File: src/rtl/grant_stream_mux_pkg.sv
// -----------------------------------------------------------------------------
// grant_stream_mux_pkg
//
// Purpose: shared definitions for grant_stream_mux and its grant encoder.
//   - FSM state encoding (2-bit) and the state enum built on it
//   - default stall limit used by the optional timeout
//   - the `SD delay macro used on register updates (expands to nothing, so
//     register updates are zero-delay)
//
// Optional feature macro used by the top: GRANT_STREAM_TIMEOUT_EN
// -----------------------------------------------------------------------------
`ifndef SD
`define SD
`endif

package grant_stream_mux_pkg;

    // Raw 2-bit encodings, kept as named constants so other grant consumers
    // can decode a probed state register without importing the enum.
    localparam logic [1:0] ST_IDLE_ENC    = 2'd0;
    localparam logic [1:0] ST_GRANT_ENC   = 2'd1;
    localparam logic [1:0] ST_XFER_ENC    = 2'd2;
    localparam logic [1:0] ST_RELEASE_ENC = 2'd3;

    typedef enum logic [1:0] {
        ST_IDLE    = ST_IDLE_ENC,
        ST_GRANT   = ST_GRANT_ENC,
        ST_XFER    = ST_XFER_ENC,
        ST_RELEASE = ST_RELEASE_ENC
    } state_t;

    // Stall limit in XFER cycles without a handshake before the owner is
    // forcibly released (only meaningful with GRANT_STREAM_TIMEOUT_EN).
    localparam int DEFAULT_TIMEOUT_CYCLES = 255;

endpackage

File: src/rtl/grant_stream_mux_onehot_to_index.sv
// -----------------------------------------------------------------------------
// onehot_to_index
//
// Purpose: lowest-set-bit encoder. Turns a (nominally one-hot) grant vector
// into the index of its lowest set bit. A vector with several bits set is not
// an error: the lowest bit simply wins. Purely combinational.
//
// Ports:
//   onehot  in   WIDTH   grant vector
//   index   out  IDX_W   position of the lowest set bit (0 when none set)
//   found   out  1       at least one bit of onehot is set
// -----------------------------------------------------------------------------
module onehot_to_index
    import grant_stream_mux_pkg::*;
#(
    parameter int WIDTH = 8,
    parameter int IDX_W = 3
) (
    input  logic [WIDTH-1:0] onehot,
    output logic [IDX_W-1:0] index,
    output logic             found
);

    // lowest[gi] is set only for the lowest set bit of onehot, so at most one
    // bit of it is high and the index can be formed by OR-ing positions.
    logic [WIDTH-1:0] lowest;

    genvar gi;
    generate
        for (gi = 0; gi < WIDTH; gi++) begin : g_lowest
            if (gi == 0) begin : g_first
                assign lowest[gi] = onehot[gi];
            end else begin : g_rest
                assign lowest[gi] = onehot[gi] & ~(|onehot[gi-1:0]);
            end
        end
    endgenerate

    always_comb begin
        index = '0;
        for (int i = 0; i < WIDTH; i++) begin
            if (lowest[i]) begin
                index = index | IDX_W'(i);
            end
        end
    end

    assign found = |onehot;

endmodule

File: src/rtl/grant_stream_mux.sv
// -----------------------------------------------------------------------------
// grant_stream_mux
//
// Purpose: consumer of a priority selector's registered one-hot grants. It
// drives the selector's enable/latch so that one requester owns the shared
// output stream for an entire packet, muxes the owner's beats onto the output
// with ready back-propagated to that owner only, and releases ownership by
// latching an all-zero grant once the last beat has been accepted.
//
// Ports:
//   clk, rst       clock; synchronous active-high reset
//   src_data       WIDTH*DATA_W packed payloads, source i at [i*DATA_W +: DATA_W]
//   src_valid      per-source beat valid (also the selector's requests)
//   src_last       per-source last-beat flag
//   src_ready      per-source accept; only the owner's bit can be high
//   sel_requests   to selector: copy of src_valid
//   sel_enable     to selector: arbitrate on the next latch
//   sel_latch      to selector: load grant register
//   sel_grants     from selector: registered grant vector
//   out_data/out_valid/out_last   muxed stream from the owner
//   out_ready      downstream accept
//   out_src        index of the current owner
//   busy           FSM is not in IDLE
//   abort          (GRANT_STREAM_TIMEOUT_EN only) one-cycle pulse when a
//                  stalled owner is forcibly released
//
// Configuration macro: GRANT_STREAM_TIMEOUT_EN enables the stall timeout and
// the abort port. Without it a stalled owner keeps the bus indefinitely.
//
// Timing: request seen in IDLE (latch) -> GRANT (owner captured) -> XFER, so
// the first out_valid appears two cycles after the request. After the last
// handshake, RELEASE latches a zero grant and IDLE follows.
// -----------------------------------------------------------------------------
module grant_stream_mux
    import grant_stream_mux_pkg::*;
#(
    parameter int WIDTH          = 8,
    parameter int DATA_W         = 8,
    parameter int IDX_W          = 3,
    parameter int TIMEOUT_CYCLES = DEFAULT_TIMEOUT_CYCLES
) (
    input  logic                    clk,
    input  logic                    rst,
    input  logic [WIDTH*DATA_W-1:0] src_data,
    input  logic [WIDTH-1:0]        src_valid,
    input  logic [WIDTH-1:0]        src_last,
    output logic [WIDTH-1:0]        src_ready,
    output logic [WIDTH-1:0]        sel_requests,
    output logic                    sel_enable,
    output logic                    sel_latch,
    input  logic [WIDTH-1:0]        sel_grants,
    output logic [DATA_W-1:0]       out_data,
    output logic                    out_valid,
    output logic                    out_last,
    input  logic                    out_ready,
    output logic [IDX_W-1:0]        out_src,
    output logic                    busy
`ifdef GRANT_STREAM_TIMEOUT_EN
    ,
    output logic                    abort
`endif
);

    state_t           state_reg;
    logic [IDX_W-1:0] owner_reg;

    logic [IDX_W-1:0] grant_idx;
    logic             grant_any;

    logic             in_idle;
    logic             in_xfer;
    logic             handshake;
    logic             timeout_hit;
    logic             arb_request;

    // Per-source payload view, so the owner mux is a plain array index.
    logic [DATA_W-1:0] data_arr [WIDTH];

    genvar gi;
    generate
        for (gi = 0; gi < WIDTH; gi++) begin : g_data_arr
            assign data_arr[gi] = src_data[gi*DATA_W +: DATA_W];
        end
    endgenerate

    onehot_to_index #(
        .WIDTH (WIDTH),
        .IDX_W (IDX_W)
    ) u_grant_enc (
        .onehot (sel_grants),
        .index  (grant_idx),
        .found  (grant_any)
    );

    assign in_idle = (state_reg == ST_IDLE);
    assign in_xfer = (state_reg == ST_XFER);

    // An arbitration request is only raised outside reset so that a source
    // still holding valid while rst is high cannot pulse the selector.
    assign arb_request = in_idle & (|src_valid) & ~rst;

    // ------------------------------------------------------------------
    // Selector controls
    // ------------------------------------------------------------------
    assign sel_requests = src_valid;
    // IDLE: enable+latch arbitrates. RELEASE: latch without enable loads a
    // zero grant. Latch stays low in GRANT/XFER so the grant cannot move
    // while a packet is in flight.
    assign sel_enable   = arb_request;
    assign sel_latch    = arb_request | (state_reg == ST_RELEASE);

    // ------------------------------------------------------------------
    // Output stream mux. The abort cycle (if enabled) is masked so no beat
    // is half-accepted while ownership is being torn down.
    // ------------------------------------------------------------------
    assign out_valid = in_xfer & ~timeout_hit & src_valid[owner_reg];
    assign out_last  = in_xfer & ~timeout_hit & src_last[owner_reg];
    assign out_data  = in_xfer ? data_arr[owner_reg] : '0;
    assign out_src   = owner_reg;
    assign busy      = ~in_idle;
    assign handshake = out_valid & out_ready;

    always_comb begin
        src_ready = '0;
        if (in_xfer && !timeout_hit) begin
            src_ready[owner_reg] = out_ready;
        end
    end

    // ------------------------------------------------------------------
    // Optional stall timeout
    // ------------------------------------------------------------------
`ifdef GRANT_STREAM_TIMEOUT_EN
    localparam int CNT_W = $clog2(TIMEOUT_CYCLES + 1);

    logic [CNT_W-1:0] stall_cnt_reg;

    // Counts consecutive XFER cycles without a handshake; reaching the limit
    // forces RELEASE in the following cycle.
    always_ff @(posedge clk) begin
        if (rst || !in_xfer || handshake) begin
            stall_cnt_reg <= `SD '0;
        end else begin
            stall_cnt_reg <= `SD stall_cnt_reg + CNT_W'(1);
        end
    end

    assign timeout_hit = in_xfer && (stall_cnt_reg == CNT_W'(TIMEOUT_CYCLES));
    assign abort       = timeout_hit;
`else
    logic unused_timeout_cfg;

    assign timeout_hit        = 1'b0;
    assign unused_timeout_cfg = (TIMEOUT_CYCLES == 0);
`endif

    // ------------------------------------------------------------------
    // Ownership FSM
    // ------------------------------------------------------------------
    always_ff @(posedge clk) begin
        if (rst) begin
            state_reg <= `SD ST_IDLE;
            owner_reg <= `SD '0;
        end else begin
            case (state_reg)
                ST_IDLE: begin
                    if (|src_valid) begin
                        state_reg <= `SD ST_GRANT;
                    end
                end
                ST_GRANT: begin
                    // sel_grants now holds the result of the IDLE latch. A
                    // zero grant means the request vanished before it was
                    // registered; nothing was latched for us to release.
                    owner_reg <= `SD grant_idx;
                    state_reg <= `SD grant_any ? ST_XFER : ST_IDLE;
                end
                ST_XFER: begin
                    // A dropped valid just stalls; only the last handshake
                    // (or a timeout) ends ownership.
                    if ((handshake && out_last) || timeout_hit) begin
                        state_reg <= `SD ST_RELEASE;
                    end
                end
                ST_RELEASE: begin
                    state_reg <= `SD ST_IDLE;
                end
                default: begin
                    state_reg <= `SD ST_IDLE;
                end
            endcase
        end
    end

endmodule

File: config.mk
export PLATFORM = sky130hd
export DESIGN_NAME = grant_stream_mux
export DESIGN_NICKNAME = d
export VERILOG_FILES = /design/src/rtl/grant_stream_mux_pkg.sv /design/src/rtl/grant_stream_mux_onehot_to_index.sv /design/src/rtl/grant_stream_mux.sv
export SDC_FILE = /design/constraint.sdc
export NUM_CORES = 1
export LEC_CHECK = 0
export ABC_AREA = 1
export ABC_CLOCK_PERIOD_IN_PS = 1200
export CAP_MARGIN = 15
export CORE_ASPECT_RATIO = 0.5
export CORE_UTILIZATION = 27
export CTS_CLUSTER_SIZE = 14
export DETAILED_ROUTE_END_ITERATION = 12
export GPL_TIMING_DRIVEN = 0
export PLACE_DENSITY = 0.79
export SLEW_MARGIN = 20
export SYNTH_ARGS = -nofsm -noshare
export SYNTH_HDL_FRONTEND = slang
export SYNTH_HIERARCHICAL = 1
export SYNTH_SLANG_ARGS = --single-unit
File: constraint.sdc
create_clock -name clk -period 1.2 [get_ports clk]
set_input_delay 0.18 -clock clk [delete_from_list [all_inputs] [get_ports clk]]
set_output_delay 0.18 -clock clk [all_outputs]
set_load 0.02 [all_outputs]
Word level (Yosys, flattened, before mapping) --
Index checks and enable logic that the tools add are counted.
Storage, ports and cells: bits in registers 5, latch bits 0, RAM bits 0, memory bits (read-only) 0, bits of input ports 91, output and inout port bits 32, memories kept 0
Operators by class: $add $sub $neg 0, multiply operators 0, div/mod/pow operators 0, $lt $le $gt $ge 3, equal/unequal tests 5, shift-type cells 0, muxes and demuxes 22, bitwise gates (word level) 24, reduce and logical (&&, ||, !) cells 12
Operators by type and width (number):
- two-way mux 8 bit | 4
- binary-select mux 8 bit (select 3 bit) | 1
- OR reduction 8 bit | 2
- bitwise AND 1 bit | 12
- two-way mux 3 bit | 4
- two-way mux 2 bit | 5
- inverter 1 bit | 9
- bitwise AND 8 bit | 1
- case mux 2 bit (4 select lines) | 1
- OR reduction 7 bit | 1
- binary-select mux 1 bit (select 3 bit) | 2
- OR reduction 6 bit | 1
- OR reduction 5 bit | 1
- == test 2 bit, second input constant | 2
- >= comparator 4 bit, second input constant | 1
- less-than comparator 3 x 4 -> 1 bit, second input constant | 1
- two-way mux 1 bit | 4
- != test 2 x 1 -> 1 bit, second input constant | 2
- inverter 3 -> 4 bit | 1
- OR reduction 4 bit | 1
- demux 1 bit (select 3 bit) | 1
- >= comparator 3 x 1 -> 1 bit, second input constant | 1
- OR reduction 3 bit | 1
- == test 2 x 1 -> 1 bit, second input constant | 1
- 5 further kinds | 6

Longest topological paths before layout --
depth after elaboration 9, gate-level depth with buffers 9, depth with buffers taken out 9

Hierarchy --
The synthesis kept the hierarchy.
By module, submodules not included:
- grant_stream_mux | times used 1, cells each 225, area an instance 1094.8 µm², seq. area each 100.1 µm²
- onehot_to_index | times used 1, cells each 26, area an instance 118.9 µm², seq. area each 0.0 µm²

Worst setup path before layout --
Ideal clock, no wire load.
path kind register to output, start point reg owner_reg[0], in the netlist out_src[0], end point out src_ready[3], data arrival time 1.473 ns, data required time 1.020 ns, path slack -0.453 ns, cell stages (with the launch flop) 5, cell sequence dfxtp_1 buf_4 buf_2 nand2_1 nor3_1
On the way: word-level cells in the longest chain between the ends 6, elaborated cells between the ends (all ways) 7
RTL lines:
- start, declared | line grant_stream_mux.sv:65 | logic [IDX_W-1:0] owner_reg;
- start signal, assigned | line grant_stream_mux.sv:163 | owner_reg <= `SD '0;
- start signal, assigned | line grant_stream_mux.sv:175 | owner_reg <= `SD grant_idx;
- less-than comparator 3 x 4 -> 1 bit (not written as such) / >= comparator 3 x 1 -> 1 bit (equally long branches) | line grant_stream_mux.sv:126 | src_ready[owner_reg] = out_ready;
- logical AND 1 bit (not written as such) | line grant_stream_mux.sv:126
- two-way mux 1 bit (not written as such) | line grant_stream_mux.sv:126
- demux 1 bit (select 3 bit) * | line grant_stream_mux.sv:126
- bitwise AND 8 bit (no line) *
- two-way mux 8 bit * | line grant_stream_mux.sv:125 | if (in_xfer && !timeout_hit) begin
- end, declared | line grant_stream_mux.sv:47 | output logic [WIDTH-1:0] src_ready,
Mark *: on every way between the ends. The rest lies on a longest branch, timed or not.

Worst setup path in the final report --
start point reg owner_reg[2], in the netlist out_src[2], end point out out_data[1]
On the way: word-level cells in the longest chain between the ends 5
RTL lines:
- inverter 3 -> 4 bit (not written as such) | line grant_stream_mux.sv:118 | assign out_data = in_xfer ? data_arr[owner_reg] : '0;
- binary-select mux 8 bit (select 3 bit) | line grant_stream_mux.sv:118
- two-way mux 8 bit (not written as such) (2 in a row) | line grant_stream_mux.sv:118
- two-way mux 8 bit | line grant_stream_mux.sv:118
- end, declared | line grant_stream_mux.sv:52 | output logic [DATA_W-1:0] out_data,
No other way between the ends. The select of a mux whose other input is x is not followed.

==> impl_metrics.py <==
metrics = {
    "critical_path": {
        "critPathLaunchType": "flip-flop",
        "path_class": "flip-flop to output pin",
        "r2r_slack_ns": -0.14,
        "reg2reg_from": "out_src[1]",
        "crit_path_end_kind": "output pin",
        "r2r-end": "state_reg[0]",
        "arrival_ns": 1.57,
        "worstPathRequired_ns": 1.02,
        "worstRegToRegCells": 9,
        "path_max_fanout": 7,
    },
    "outcome": {
        "outcome": "complete, but fails checks",
        "violations": "setup timing",
    },
    "global_routing": {
        "grt_max_degree": 11,
        "grt_pass1_vias": 2150,
        "grtUsageTotal_pct": 26.7,
        "overflow": 0,
        "grt_pass1_wl_um": 10100,
        "grt_antenna_before_repair": 0,
    },
    "hold_path": {
        "whs_endpoint": "out_src[1]",
        "whs_path_depth": 6,
        "min_from": "sel_grants[4]",
        "hp-class": "primary input to flip-flop",
    },
    "power": {
        "p_leak_nw": 1.50,
        "powerDensity_mw_per_mm2": 686,
        "p_total_mw": 2.15,
        "ir_worst_vdd_v": 0.000805,
    },
    "clocking": {
        "clock_latency_ns": 0.23,
        "root_buffer": "clkbuf_8",
        "cts_made_buffers": 3,
        "cts_tree": "done",
        "hold_buffers": 0,
        "clk_pin_slew_ns": 0.04,
        "htree_levels": 1,
        "clock_sinks": 5,
        "clock_path_buffers": 2,
    },
    "synthesis": {
        "netlist_top_cells_count": "nand2_1, nor2_1, inv_1, o21ai_0, nand3_1",
        "synthAdderAreaFrac_pct": 0,
        "synth.top_cell.area_share_pct": 20.4,
        "synthFlopType": "dfxtp_1",
        "synth.area.mux_share_pct": 0,
        "synth_cell_types": 24,
        "post-synth-top-count-cell": "nand2_1",
        "async_flop_share_pct": 0,
        "synth_cells": 251,
        "synth_edf_count": 0,
        "syn_area_mm2": 0.00121,
        "synth-xor-area-share_pct": 0,
        "synth_largest_area_cell": "nand2_1",
        "synth-simple-area-share_pct": 48.5,
        "syn_area_per_cell_um2": 4.84,
        "synth_top_family_by_area": "simple AND/OR/NAND/NOR gates",
        "synth_seq_cells": 5,
        "ys_warn_count": 6,
        "seq_area_frac_synth_pct": 8.25,
        "syn-num-nets": 342,
        "synth_compound_area_share_pct": 23.9,
        "synth_area_leaders": "nand2_1, nor2_1, o21ai_0",
    },
    "sta": {
        "layout_setup_ws_ns": -0.554,
        "relSlewSlack_pct": 73.1,
        "hold_violations": 0,
        "setup_viol": 21,
        "finalCriticalPeriod_ns": 1.75,
        "max_freq_ghz": 0.570,
        "tightest_slew_ns": 0.404,
        "period_share_pct": 146,
        "drv_slew": 0,
        "finalClockSkew_ns": 0.00152,
        "rsz0062_at_grt": "yes",
    },
    "detailed_routing": {
        "drt_iter0_markers": 135,
        "wl_per_cell_um": 15.1,
        "route.detailed.drc": 0,
        "postRouteAntennaNets": 0,
        "first_pass_iters": 5,
        "routed_wl_um": 6950,
        "viasPerCell": 5.00,
        "vias": 2294,
    },
    "die": {
        "die-height_um": 49.4,
        "start_util_pct": 29.6,
        "ios": 123,
        "die_area_mm2": 0.00478,
        "fp.coreArea_mm2": 0.00410,
        "fp.dieW_um": 96.8,
        "num_rows": 16,
    },
    "finish": {
        "drive_above_1_share_pct": 35.3,
        "fin_util_pct": 76.3,
        "syn_to_final_growth_pct": 158,
        "n_antenna_cell": 0,
        "final_nets": 497,
        "fin_cells": 459,
    },
    "placed_design": {
        "dp_hpwl_um": 4880,
        "portBuffers": 122,
        "place_inst": 427,
        "place_congestion": 0.963,
    },
    "job": {
        "cap_violations": 0,
    },
}
## cell families (layout without fill, tap and decap cells)
kind of cell           after synthesis  after routing
DFF                                  5              5
AOI/OAI and AO/OA                   52             52
buffers and inverters               52            206
and+or+nand+nor                    142            142
## metrics by stage
step           cell area [µm²]  hold slack [ns]  setup TNS (ns)  worst slack [ns]
2_1_floorplan             1410            0.242           -1.62            -0.157
3_3_place_gp              2700            0.527          -17.77            -0.864
3_5_place_dp              2700            0.535          -18.45            -0.886
4_1_cts                   3050            0.510           -6.89            -0.501
5_1_grt                   3130            0.563           -9.28            -0.634
6_report                  3130            0.541           -7.87            -0.554
## critical path: stages (launching register included)
cell,delay (ns)
dfxtp_4,0.39
nor2_4,0.21
nand2_2,0.12
inv_4,0.11
nand2_1,0.06
o21ai_1,0.10
nor2_1,0.08
a21oi_2,0.14
buf_6,0.13
## power breakdown
| part | switching [mW] | internal (mW) | total (mW) |
|---|---|---|---|
| Combinational | 0.784 | 0.797 | 1.58 |
| Sequential | 0.0535 | 0.193 | 0.246 |
| Clock | 0.0897 | 0.229 | 0.318 |
## how the worst max path moves through the flow
| stage | from | end | slack [ns] | depth (start not counted) |
|---|---|---|---|---|
| finish | out_src[2] | out_data[1] | -0.55 | 8 |
| global placement | out_src[1] | out_data[3] | -0.86 | 7 |
| global route | out_src[2] | out_data[4] | -0.63 | 8 |
| floorplan | out_src[1] | out_data[1] | -0.16 | 7 |
| detailed placement | out_src[1] | out_data[5] | -0.89 | 7 |
| CTS | out_src[1] | out_data[4] | -0.50 | 8 |
## placed cells by master (no fill, tap or decap), drive strengths merged
cell type       n
inv            35
clkdlybuf4s50  83
or2             2
a21oi           9
nand3          17
nor2           46
nand2          67
dlygate4sd2     9
o21ai          31
buf            65
nor3            9
a21boi          1
clkinv          1
a211oi          1
clkdlybuf4s15   5
dfxtp           5
nand4           1
clkbuf          7
o21a            5
o211ai          2
o22ai           3
dlymetal6s2s    1
## layer usage
| metal | global-route usage, % | vias up | routed length, µm | share of wire [%] |
|---|---|---|---|---|
| li1 | - | 1104 | - | - |
| met1 | 29.1 | 1068 | 2570 | 37 |
| met2 | 54.8 | 101 | 3760 | 54 |
| met3 | 3.15 | 21 | 439 | 6.3 |
| met4 | 7.21 | 0 | 179 | 2.6 |
| met5 | 0 | - | 0 | 0 |
## timing repair
action | 4_1_cts | 5_1_grt
gates cloned | 2 | 0
resized for setup | 195 | 21
setup buffers | 22 | 4
pin swaps | 26 | 9
endpoints found under the hold margin | 0 | 0
endpoints found under the setup margin | 33 | 26
## layout make-up
type                       instances  area (µm²)
buffer                            16         175
clock buffer                       4        45.0
fill                             297         973
inverter                          36         158
multi-input combinational        194        1120
sequential                         5         116
tap                               54        67.6
timing repair buffer             150        1450
(Power assumes the default switching activity.)
